===== src/rtl/uart_rx_frame_if.sv =====
// Receive-side output bundle of the UART frame receiver.
// The receiver drives it through the master modport and the downstream
// command FSM reads it through the slave modport.
interface uart_rx_frame_if;
  logic [7:0] rx_data;
  logic       rx_vld;
  logic       parity_err;
  logic       frame_err;
  logic       busy;

  modport master (
    output rx_data,
    output rx_vld,
    output parity_err,
    output frame_err,
    output busy
  );

  modport slave (
    input rx_data,
    input rx_vld,
    input parity_err,
    input frame_err,
    input busy
  );
endinterface


===== src/rtl/uart_rx_frame.sv =====
// UART receive front end.
// Deserialises one frame from the rx pin: a start bit, 8 data bits sent LSB
// first, an optional parity bit, and a stop bit. Each byte is presented with a
// one-cycle valid pulse together with parity and framing error flags.
//
// The rx line is synchronised through two flops, and a third flop provides the
// delayed copy used for falling-edge detection. Every bit, including the start
// and stop bits, is sampled at the middle count of the baud counter. The stop
// bit is sampled mid-bit and the FSM returns to IDLE at once, so a new start
// edge can follow directly after the stop bit.
module uart_rx_frame #(
  parameter int unsigned BR         = 434,  // clk cycles per bit, >= 4
  parameter int unsigned PARITY_EN  = 1,    // 1: parity bit present
  parameter int unsigned PARITY_ODD = 1     // 1: expect ~^data, 0: expect ^data
) (
  input  logic           clk,
  input  logic           rst_n,
  input  logic           rx,
  uart_rx_frame_if.master rx_if
);

  localparam int unsigned BW = (BR > 1) ? $clog2(BR) : 1;
  localparam logic [BW-1:0] HALF = BW'(BR / 2);
  localparam logic [BW-1:0] LAST = BW'(BR - 1);

  typedef enum logic [2:0] {
    S_IDLE,
    S_START,
    S_DATA,
    S_PARITY,
    S_STOP
  } state_t;

  // Line conditioning
  logic          r_sync1;
  logic          r_rx_s;
  logic          r_rx_d;
  logic          w_fall;

  // FSM and counters
  state_t        r_state;
  state_t        w_state_next;
  logic [BW-1:0] r_baud;
  logic [2:0]    r_bit;
  logic          w_at_half;
  logic          w_at_last;

  // Sample strobes decoded by the FSM
  logic          w_smp_data;
  logic          w_smp_par;
  logic          w_smp_stop;

  // Frame capture
  logic [7:0]    r_shift;
  logic          r_par;
  logic          w_par_exp;
  logic          w_par_bad;

  // Output registers
  logic [7:0]    r_rx_data;
  logic          r_rx_vld;
  logic          r_parity_err;
  logic          r_frame_err;

  // Two-flop synchroniser plus one delay flop; all reset to the idle-high level
  always_ff @(posedge clk or negedge rst_n) begin
    if (!rst_n) begin
      r_sync1 <= 1'b1;
      r_rx_s  <= 1'b1;
      r_rx_d  <= 1'b1;
    end else begin
      r_sync1 <= rx;
      r_rx_s  <= r_sync1;
      r_rx_d  <= r_rx_s;
    end
  end

  assign w_fall    = r_rx_d & ~r_rx_s;
  assign w_at_half = (r_baud == HALF);
  assign w_at_last = (r_baud == LAST);

  // State register
  always_ff @(posedge clk or negedge rst_n) begin
    if (!rst_n) begin
      r_state <= S_IDLE;
    end else begin
      r_state <= w_state_next;
    end
  end

  // Next-state decode and per-state sample strobes
  always_comb begin
    w_state_next = r_state;
    w_smp_data   = 1'b0;
    w_smp_par    = 1'b0;
    w_smp_stop   = 1'b0;
    case (r_state)
      S_IDLE: begin
        // Edges are only looked for here; an edge mid-frame is ignored.
        if (w_fall) begin
          w_state_next = S_START;
        end
      end
      S_START: begin
        // A line already back high at mid start bit was a glitch.
        if (w_at_half && r_rx_s) begin
          w_state_next = S_IDLE;
        end else if (w_at_last) begin
          w_state_next = S_DATA;
        end
      end
      S_DATA: begin
        w_smp_data = w_at_half;
        if (w_at_last && (r_bit == 3'd7)) begin
          w_state_next = (PARITY_EN != 0) ? S_PARITY : S_STOP;
        end
      end
      S_PARITY: begin
        w_smp_par = w_at_half;
        if (w_at_last) begin
          w_state_next = S_STOP;
        end
      end
      S_STOP: begin
        // Leave mid stop bit so a back-to-back start edge is not missed.
        w_smp_stop = w_at_half;
        if (w_at_half) begin
          w_state_next = S_IDLE;
        end
      end
      default: begin
        w_state_next = S_IDLE;
      end
    endcase
  end

  // Baud counter: restarts on every state entry, wraps at BR-1, parked in IDLE
  always_ff @(posedge clk or negedge rst_n) begin
    if (!rst_n) begin
      r_baud <= '0;
    end else if ((w_state_next != r_state) || (r_state == S_IDLE) || w_at_last) begin
      r_baud <= '0;
    end else begin
      r_baud <= r_baud + BW'(1);
    end
  end

  // Data bit index: held at 0 outside DATA, advances at the end of each bit
  always_ff @(posedge clk or negedge rst_n) begin
    if (!rst_n) begin
      r_bit <= 3'd0;
    end else if (r_state != S_DATA) begin
      r_bit <= 3'd0;
    end else if (w_at_last) begin
      r_bit <= r_bit + 3'd1;
    end
  end

  // Capture data bits (LSB first) and the parity bit at mid-bit
  always_ff @(posedge clk or negedge rst_n) begin
    if (!rst_n) begin
      r_shift <= 8'h00;
      r_par   <= 1'b0;
    end else begin
      if (w_smp_data) begin
        r_shift[r_bit] <= r_rx_s;
      end
      if (w_smp_par) begin
        r_par <= r_rx_s;
      end
    end
  end

  assign w_par_exp = (PARITY_ODD != 0) ? ~^r_shift : ^r_shift;
  assign w_par_bad = (PARITY_EN != 0) ? (r_par != w_par_exp) : 1'b0;

  // Publish the frame on the cycle after the stop sample; flags hold until the next frame
  always_ff @(posedge clk or negedge rst_n) begin
    if (!rst_n) begin
      r_rx_data    <= 8'h00;
      r_rx_vld     <= 1'b0;
      r_parity_err <= 1'b0;
      r_frame_err  <= 1'b0;
    end else begin
      r_rx_vld <= w_smp_stop;
      if (w_smp_stop) begin
        r_rx_data    <= r_shift;
        r_frame_err  <= ~r_rx_s;
        r_parity_err <= w_par_bad;
      end
    end
  end

  assign rx_if.rx_data    = r_rx_data;
  assign rx_if.rx_vld     = r_rx_vld;
  assign rx_if.parity_err = r_parity_err;
  assign rx_if.frame_err  = r_frame_err;
  assign rx_if.busy       = (r_state != S_IDLE);

endmodule


===== src/flat_wrapper.sv =====
// flat-port wrapper written by rule: the top's interface ports become plain ports
module uart_rx_frame_flat 
#(
  parameter int unsigned BR         = 434,                             
  parameter int unsigned PARITY_EN  = 1,                            
  parameter int unsigned PARITY_ODD = 1                                         
)
  (clk, rst_n, rx, rx_if_rx_data, rx_if_rx_vld, rx_if_parity_err, rx_if_frame_err, rx_if_busy);
  uart_rx_frame_if rx_if_i ();
  input  logic clk;
  input  logic rst_n;
  input  logic rx;
  output wire logic [$bits(rx_if_i.rx_data)-1:0] rx_if_rx_data;
  output wire logic [$bits(rx_if_i.rx_vld)-1:0] rx_if_rx_vld;
  output wire logic [$bits(rx_if_i.parity_err)-1:0] rx_if_parity_err;
  output wire logic [$bits(rx_if_i.frame_err)-1:0] rx_if_frame_err;
  output wire logic [$bits(rx_if_i.busy)-1:0] rx_if_busy;
  assign rx_if_rx_data = rx_if_i.rx_data;
  assign rx_if_rx_vld = rx_if_i.rx_vld;
  assign rx_if_parity_err = rx_if_i.parity_err;
  assign rx_if_frame_err = rx_if_i.frame_err;
  assign rx_if_busy = rx_if_i.busy;
  uart_rx_frame #(.BR(BR), .PARITY_EN(PARITY_EN), .PARITY_ODD(PARITY_ODD)) u_core (.clk(clk), .rst_n(rst_n), .rx(rx), .rx_if(rx_if_i));
endmodule

===== config.mk =====
export PLATFORM = sky130hd
export DESIGN_NAME = uart_rx_frame_flat
export DESIGN_NICKNAME = d
export VERILOG_FILES = /design/src/rtl/uart_rx_frame_if.sv /design/src/rtl/uart_rx_frame.sv /design/src/flat_wrapper.sv
export SDC_FILE = /design/constraint.sdc
export NUM_CORES = 1
export LEC_CHECK = 0
export ABC_AREA = 1
export BUFFER_PORTS_ARGS = -buffer_cell sky130_fd_sc_hd__buf_4
export CAP_MARGIN = 20
export CELL_PAD_IN_SITES_DETAIL_PLACEMENT = 0
export CELL_PAD_IN_SITES_GLOBAL_PLACEMENT = 1
export CORE_UTILIZATION = 40
export DETAILED_ROUTE_END_ITERATION = 12
export GPL_TIMING_DRIVEN = 0
export PLACE_DENSITY_LB_ADDON = 0.1
export SETUP_SLACK_MARGIN = 0.5
export SLEW_MARGIN = 15
export SYNTH_ARGS = -nofsm -noshare
export SYNTH_HDL_FRONTEND = slang
export SYNTH_SLANG_ARGS = --single-unit

===== constraint.sdc =====
create_clock -name clk -period 1.5 [get_ports clk]
set_input_delay 0.3 -clock clk [delete_from_list [all_inputs] [get_ports clk]]
set_output_delay 0.3 -clock clk [all_outputs]
set_load 0.05 [all_outputs]

; Yosys cells after proc, flatten, opt, wreduce, memory -nomap -nowiden
; Cells that the tools add are included.
[classes]
n_addsub = 2
n_lt_le_gt_ge = 2
eq_ne = 10
mux = 16
n_bitwise = 2
n_reduce_logical = 9
[op_table]
columns = cell, count
row1 = $mux 3, 8
row2 = $pmux 3 s5, 1
row3 = $add 9x1->9 const B, 1
row4 = $eq 9x8->1 const B, 1
row5 = $eq 9x9->1 const B, 1
row6 = $mux 9, 1
row7 = $bwmux 8, 1
row8 = $reduce_xnor 8->1, 1
row9 = $eq 3x2->1 const B, 2
row10 = $eq 3x3->1 const B, 2
row11 = $lt 3x4->1 const B, 1
row12 = $mux 1, 4
row13 = $add 3x1->3 const B, 1
row14 = $demux 1 s3, 1
row15 = $eq 3x1->1 const B, 1
row16 = $ge 3x1->1 const B, 1
row17 = $logic_and 1x1->1, 3
row18 = $logic_not 3->1, 1
row19 = $ne 3x2->1 const B, 1
row20 = $ne 3x3->1, 1
row21 = $reduce_bool 3->1, 1
row22 = $logic_or 1x1->1, 2
row23 = $reduce_bool 2->1, 1
row24 = $and 1x1->1, 1
row25 = 2 further kinds, 2
[totals]
reg_bits = 38
inputBits = 3
out_inout_bits = 12
wordCells = 53

; Logic depth before layout (Yosys ltp)
; Gate-level depths: netlist (run 1).
[depth]
word_depth = 8
depth_mapped = 11
depth_no_buf = 11

; Worst setup path before layout (run 1)
; Ideal clock, no wire load.
[synth_timing]
path_type = register to register
start = register u_core.r_baud[1]
end = register u_core.r_rx_data[2], in the netlist u_core.rx_if.rx_data[2]
setup_time_ps = 118
arrival_ps = 1394
required_time_ps = 1382
slack_ps = -12
stages_incl_launch_ff = 11
path_buffers = 1
synth_period_minus_slack_ps = 1512
cell_sequence = dfrtp_1 -> inv_1 -> ha_1 -> nand3_1 -> nor3_2 -> nand2_2 -> nor2_8 -> inv_4 -> buf_6 -> a21boi_1 -> inv_1
[synth_between]
elab_chain_len = 2
[synth_lines]
columns = item, line
row1 = from (decl), uart_rx_frame.sv:43  ; logic [BW-1:0] r_baud;
row2 = from (signal assigned), uart_rx_frame.sv:144  ; r_baud <= r_baud + BW'(1);
row3 = $eq 9x8->1, uart_rx_frame.sv:79  ; assign w_at_half = (r_baud == HALF);
row4 = $mux 1, uart_rx_frame.sv:97  ; case (r_state)
row5 = to (signal assigned), uart_rx_frame.sv:187  ; r_rx_data <= r_shift;
row6 = to (decl), uart_rx_frame.sv:60  ; logic [7:0] r_rx_data;
; No other way between the ends.
; A chain may end at the register's enable or synchronous reset.

; Final worst setup path (run 1)
[layout_timing]
start = register u_core.r_baud[1]
end = register u_core.r_baud[8]
[layout_between]
elab_chain_len = 8
elab_cells_between_ends = 15
cone_classes = add/sub: 1 / eq/ne: 3 / mux: 7 / reduce/logical: 4
[layout_lines]
columns = item, line
row1 = $eq 9x9->1 or $eq 9x8->1 (tied branches), "uart_rx_frame.sv:80, uart_rx_frame.sv:79"
row2 = $mux 3 (tied with other cells), uart_rx_frame.sv:108  ; end else if (w_at_last) begin
row3 = "$mux 3, on equally long branches", "uart_rx_frame.sv:106, uart_rx_frame.sv:114"
row4 = $pmux 3 s5, uart_rx_frame.sv:97
row5 = $ne 3x3->1, uart_rx_frame.sv:141  ; end else if ((w_state_next != r_state) || (r_state == S_IDLE) || w_at_last) begin
row6 = $logic_or 1x1->1 (2 in a row), uart_rx_frame.sv:141
row7 = $mux 9 *, uart_rx_frame.sv:141
; Every way passes the cells marked *; elsewhere a longest branch is shown, timed or not.

==> flow_summary.ini, run 1 <==
[clock_network]
cts_sinks = 38
cts_max_level = 2
clk_pin_slew_worst_paths_ns = 0.08
cts_buffers = 5
root_buffer = clkbuf_8
worstSkewPairLatency_ns = 0.29
cts_tree = built
cts.path.max_buffers = 2

[yosys]
synthCells = 222
yosys_warnings = 0
syn_nets = 229
syn_area_um2 = 1888
postSynth.asyncResetShare_pct = 100.0
synth-edff-count = 0
ys_ff_latch = 38
yosysTopAreaCellShare_pct = 46.39
seq_area_frac_synth_pct = 50.56
synth_flop_cell = dfrtp_1
synth.area.top_cells = dfrtp_1 (46%), nand2_1 (8.9%), nor2_1 (7.2%), inv_1 (4.6%), nand3_1 (4.5%)
synth_largest_area_cell = dfrtp_1
synth_cell_types = 27
synth_area_per_cell_um2 = 8.505

[place]
post-dp-hpwl_um = 2727
gp_congestion = 0.8094
dp.cells = 288
placed_area_um2 = 2091
port_buffers = 14

[critical_path]
r2r_end = u_core.r_baud[8]
required_ns = 1.68
cp_data_arrival_time_ns = 1.75
reg2reg_slack_ns = -0.07
startpoint_type = register
critPathCaptureType = register
r2r_start = u_core.r_baud[1]
critPathKind = reg2reg
reg2reg_depth = 12
cp_max_fo = 5

[sta]
fin_skew_ns = 0.006636
setup_slack_ns = -0.07297
worstMarginPinSlew_ns = 0.4905
fmax_mhz = 635.7
max_slew_margin_pct = 67.30
finalMaxSlewViolations = 0
rsz0062_at_grt = true
final_hold_viol_count = 0
timing.final.crit_period_ns = 1.573
finalCritPeriodShare_pct = 104.9
final-setup-viol-count = 27

[route]
num_vias = 1611
first_pass_iters = 8
drc = 4
drtIter0Drc = 71
drt_wl_total_um = 4478
wl_per_cell_um = 13.69
vias_per_cell = 4.927
ant_nets = 0

[run_status]
violations = design-rule violations, negative setup slack
status = finished, violations left

[finish]
final_nets = 281
drive_above_1_share_pct = 45.45
nFillCells = 389
syn_to_final_growth_pct = 43.87
fin_area_um2 = 2716
fin_util_pct = 61.12
finalNonFillerCells = 327
diodes = 0

[power]
leakagePower_nw = 1.298
peakVddDrop_uv = 384.3
powerDensity_nw_per_um2 = 715.1

[run]
maxCapViolCount = 0

[die]
coreArea_um2 = 4444
ioPinCount = 15
die_h_um = 70.71
num_rows = 24
die_w_um = 70.71
initial_core_util_pct = 42.48
die_area_um2 = 4999

[worst_hold_path]
hp-class = in2reg
hp-start = rx
hold_depth = 1
min_to = u_core.r_sync1

[grt]
first_global_vias = 1574
grt_pass1_wl_um = 7217
groute.usage.overall_pct = 18.58
gr-total-overflow = 0
grt_max_degree = 39
grt_antenna_before_repair = 0
-- cell type report --
type	count	area [µm²]	area share, %
clock inverters	1	5.005	0.1842
inverters	31	122.6	4.514
repair buffers	44	396.6	14.60
well taps	52	65.06	2.395
multi-input cells	153	1069	39.34
clock buffers	7	86.33	3.178
flip-flops and latches	38	960.9	35.38
plain buffers	1	11.26	0.4146
-- how the worst max path moves through the flow --
stage,start,endpoint,slack [ns]
after floorplan,u_core.r_baud[1],u_core.rx_if.rx_data[2],0.04
after global placement,u_core.r_baud[0],u_core.r_shift[1],-0.14
after detailed placement,u_core.r_rx_s,u_core.r_baud[7],-0.19
after CTS,u_core.r_baud[1],u_core.r_shift[4],-0.09
after global routing,u_core.r_baud[1],u_core.rx_if.rx_data[3],-0.15
final,u_core.r_baud[1],u_core.r_baud[8],-0.07
-- cell families (layout without fill, tap and decap cells) --
group	Yosys count	count (layout)	share of synthesized area, %
AO/OA/AOI/OAI	27	27	9.145
XOR/XNOR	11	11	5.103
adder cells (fa/ha/maj)	4	4	2.651
buffers and inverters	32	84	6.892
flip-flops	38	38	50.56
AND/OR/NAND/NOR	110	111	25.65
-- flip-flops by register name (all words and copies together), names as in the netlist --
signal / flops
u_core.r_baud: 9
u_core.r_shift: 8
u_core.rx_if.rx_data: 8
u_core.r_bit: 3
u_core.r_state: 3
u_core.r_par: 1
u_core.r_rx_d: 1
u_core.r_rx_s: 1
u_core.r_sync1: 1
u_core.rx_if.frame_err: 1
u_core.rx_if.parity_err: 1
u_core.rx_if.rx_vld: 1
-- where the power goes --
group	total [W]	internal (W)	switching, W
combinational	0.000169	0.0000685	0.000101
clock	0.000723	0.000371	0.000352
sequential	0.00105	0.00104	0.0000112
-- synth_stat cells, types with 3 or more instances --
library cell	count
a21oi_1	4
inv_2	6
dfrtp_1	35
dfstp_2	3
o21a_1	8
o21ai_0	7
nand2_2	3
nand2_1	45
inv_1	23
nand3_1	17
ha_1	4
a21boi_1	6
nor3_1	3
xor2_1	5
xnor2_1	6
nor2_1	36
-- worst max-delay path, stage by stage, from the launching register on --
cell	delay (ns)
dfrtp_1	0.40
inv_2	0.07
ha_4	0.16
nand2_4	0.06
nor2_4	0.11
buf_4	0.12
nand3_2	0.06
nand2_2	0.09
nand2_2	0.07
nand2_4	0.07
o21ai_4	0.08
nand2_4	0.12
nor2_1	0.05
-- cell usage in the layout, fill, tap and decap left out, types with 8 or more instances in the layout --
master   count
buf_6       16
dfrtp_1     30
nor2_1      17
nand2_2     11
nand2_1     32
nor2_4      15
inv_1       20
o21a_1       8
buf_4       27
inv_2        8
nand3_1     13
-- stage by stage --
stage	power [W]	setup TNS (ns)	setup WS (ns)	hold WS, ns
floorplan	0.001120	0	0.03885	0.004409
global placement	0.001159	-2.481	-0.1390	0.2881
detailed placement	0.001162	-3.436	-0.1881	0.2983
CTS	0.001928	-1.679	-0.08813	0.1186
global route	0.002025	-3.487	-0.1549	0.1058
finish	0.001942	-1.116	-0.07297	0.1249
-- routing by layer --
layer	track usage (%)	share of wire (%)	up-vias
met3	2.991	1.9	8
met5	0	0	-
li1	-	-	798
met4	7.556	1.7	0
met1	25.50	48	789
met2	29.49	49	16
-- what timing repair did --
| item | CTS | global route |
|---|---|---|
| cloned | 2 | 0 |
| resized for setup | 51 | 42 |
| buffers inserted | 19 | 9 |
| setup endpoints to repair | 47 | 47 |
| endpoints found under the hold margin | 35 | 0 |
| hold buffers | 1 | 0 |
| pin swaps | 12 | 25 |
No activity file was read; power rests on OpenSTA's default activity.
==> run 2, diff against run 1 <==
Settings changed: CORE_UTILIZATION 40 to 36.
==> run 2 against run 1 <==
Compared with the run above: the flow finishes with violations (negative setup slack); count of clock-buffer cells in the layout is 1 higher; global-route usage is 0.24 points lower; utilization shrank 2.8 points; clock skew shrank 0.0047 ns; hold slack got worse by 0.011 ns; final cell count increased by 6.7%; setup slack gained 0.040 ns; critical path depth is 3 lower; die area increased by 11%; routed wire length shrank 3.1%; total power increased by 4.8%; flip-flop and latch count unchanged; largest cell class unchanged; largest power group unchanged.
==> flow_summary.ini, run 2 (same netlist as run 1, synthesis figures left out) <==
[run_status]
status = finished, violations left
violations = negative setup slack

[die]
die_h_um = 74.42
initial_core_util_pct = 38.69
coreArea_um2 = 4880
num_rows = 25
die_area_um2 = 5538
die_w_um = 74.42
ioPinCount = 15

[clock_network]
cts_tree = built
cts_buffers = 5
cts_sinks = 38
clk_pin_slew_worst_paths_ns = 0.07
cts_max_level = 2
worstSkewPairLatency_ns = 0.29
cts.path.max_buffers = 2
root_buffer = clkbuf_8

[finish]
top_register = u_core.r_baud
diodes = 0
layout_commonest_cell = buf_4
fin_area_um2 = 2846
final_cell_mix = buf_4 (35), dfrtp_1 (32), nand2_1 (30)
largest_reg_flops = 9
fin_util_pct = 58.33
drive_above_1_share_pct = 48.94
syn_to_final_growth_pct = 50.76
final_nets = 288

[place]
pre_cts_ws_ns = -0.1720
placed_area_um2 = 2110
gp_congestion = 0.8100
port_buffers = 14
post-dp-hpwl_um = 2700

[grt]
grt_max_degree = 39
grt_pass1_wl_um = 7507
grt_antenna_before_repair = 0
groute.usage.overall_pct = 18.34
gr-total-overflow = 0
first_global_vias = 1582

[critical_path]
critical_path.max_stage_delay_ns = 0.42
required_ns = 1.72
cp_data_arrival_time_ns = 1.75
r2r_start = u_core.r_baud[0]
r2r_end = u_core.r_baud[2]
cp_cell_sequence = ha_4 > buf_4 > nand3_4 > nor2_4 > inv_2 > nand3_1 > nor2_4 > nand2_4 > nor2_1
cp_slowest_cell = dfrtp_1
critical_path_buf_inv_count = 2
reg2reg_slack_ns = -0.03
critPathKind = reg2reg
crit_end = u_core.r_baud[2]
cp.depth = 9
startpoint_type = register
cp_max_fo = 5
critPathCaptureType = register
path_delay_family = simple AND/OR/NAND/NOR gates
reg2reg_depth = 9
crit_top_cell = nor2_4
setup.worst_path.start = u_core.r_baud[0]

[route]
vias_per_cell = 4.602
drc = 0
wl_per_cell_um = 12.43
drtIter0Drc = 34
drt_wl_total_um = 4337
num_vias = 1606
ant_nets = 0
first_pass_iters = 4

[sta]
finalMaxSlewViolations = 0
final-setup-viol-count = 8
rsz0062_at_grt = true
setup_slack_ns = -0.03335
finalCritPeriodShare_pct = 102.2
max_slew_margin_pct = 67.61
timing.final.crit_period_ns = 1.533
final_hold_viol_count = 0
fmax_mhz = 652.2
fin_skew_ns = 0.001908
worstMarginPinSlew_ns = 0.4859

[run]
maxCapViolCount = 0

[power]
peakVddDrop_uv = 389.9
leakagePower_nw = 1.365
powerDensity_nw_per_um2 = 714.9

[worst_hold_path]
hp-class = in2reg
-- run 2: power by group --
part	leakage [nW]	switching [W]	internal, W
Sequential	0.514	0.0000118	0.00104
Combinational	0.793	0.0000976	0.0000643
Clock	0.0575	0.000359	0.000464
-- run 2: how the worst min path moves through the flow --
stage,start,end,slack (ns),cells after the start
after global placement,rst_n,u_core.rx_if.frame_err,0.30,1
after floorplan,rst_n,u_core.r_baud[0],0.004,0
after CTS,rx,u_core.r_sync1,0.10,1
after detailed placement,rst_n,u_core.rx_if.frame_err,0.30,1
after global routing,rx,u_core.r_sync1,0.1,1
final,rx,u_core.r_sync1,0.11,1
-- run 2: final cells by class --
type | count | area [µm²]
well taps | 67 | 83.83
multi-input cells | 153 | 1114
repair buffers | 51 | 445.4
fillers | 457 | 2033
flip-flops and latches | 38 | 958.4
clock buffers | 8 | 110.1
inverters | 31 | 123.9
plain buffers | 1 | 11.26
-- run 2: stage by stage --
stage	power [W]	hold slack, ns	std cells	TNS (ns)
floorplan	0.001120	0.004409	222	0
global placement	0.001163	0.3006	303	-2.843
detailed placement	0.001163	0.3019	303	-3.165
CTS	0.002041	0.1028	336	-0.5299
global route	0.002118	0.09683	349	-3.015
finish	0.002035	0.1137	349	-0.1394
-- run 2: routing by layer --
layer | routed length [µm] | track usage, % | vias to the layer above
li1 | - | - | 819
met1 | 2086 | 24.16 | 762
met2 | 2057 | 29.13 | 19
met3 | 127 | 4.472 | 6
met4 | 65 | 6.918 | 0
met5 | 0 | 0 | -
-- run 2: timing repair --
action,in CTS,in global routing
endpoints found under the setup margin,47,47
pin swaps,23,17
hold endpoints to repair,35,0
gates cloned,2,0
buffers inserted,22,13
resized for setup,66,34
hold buffers,1,0
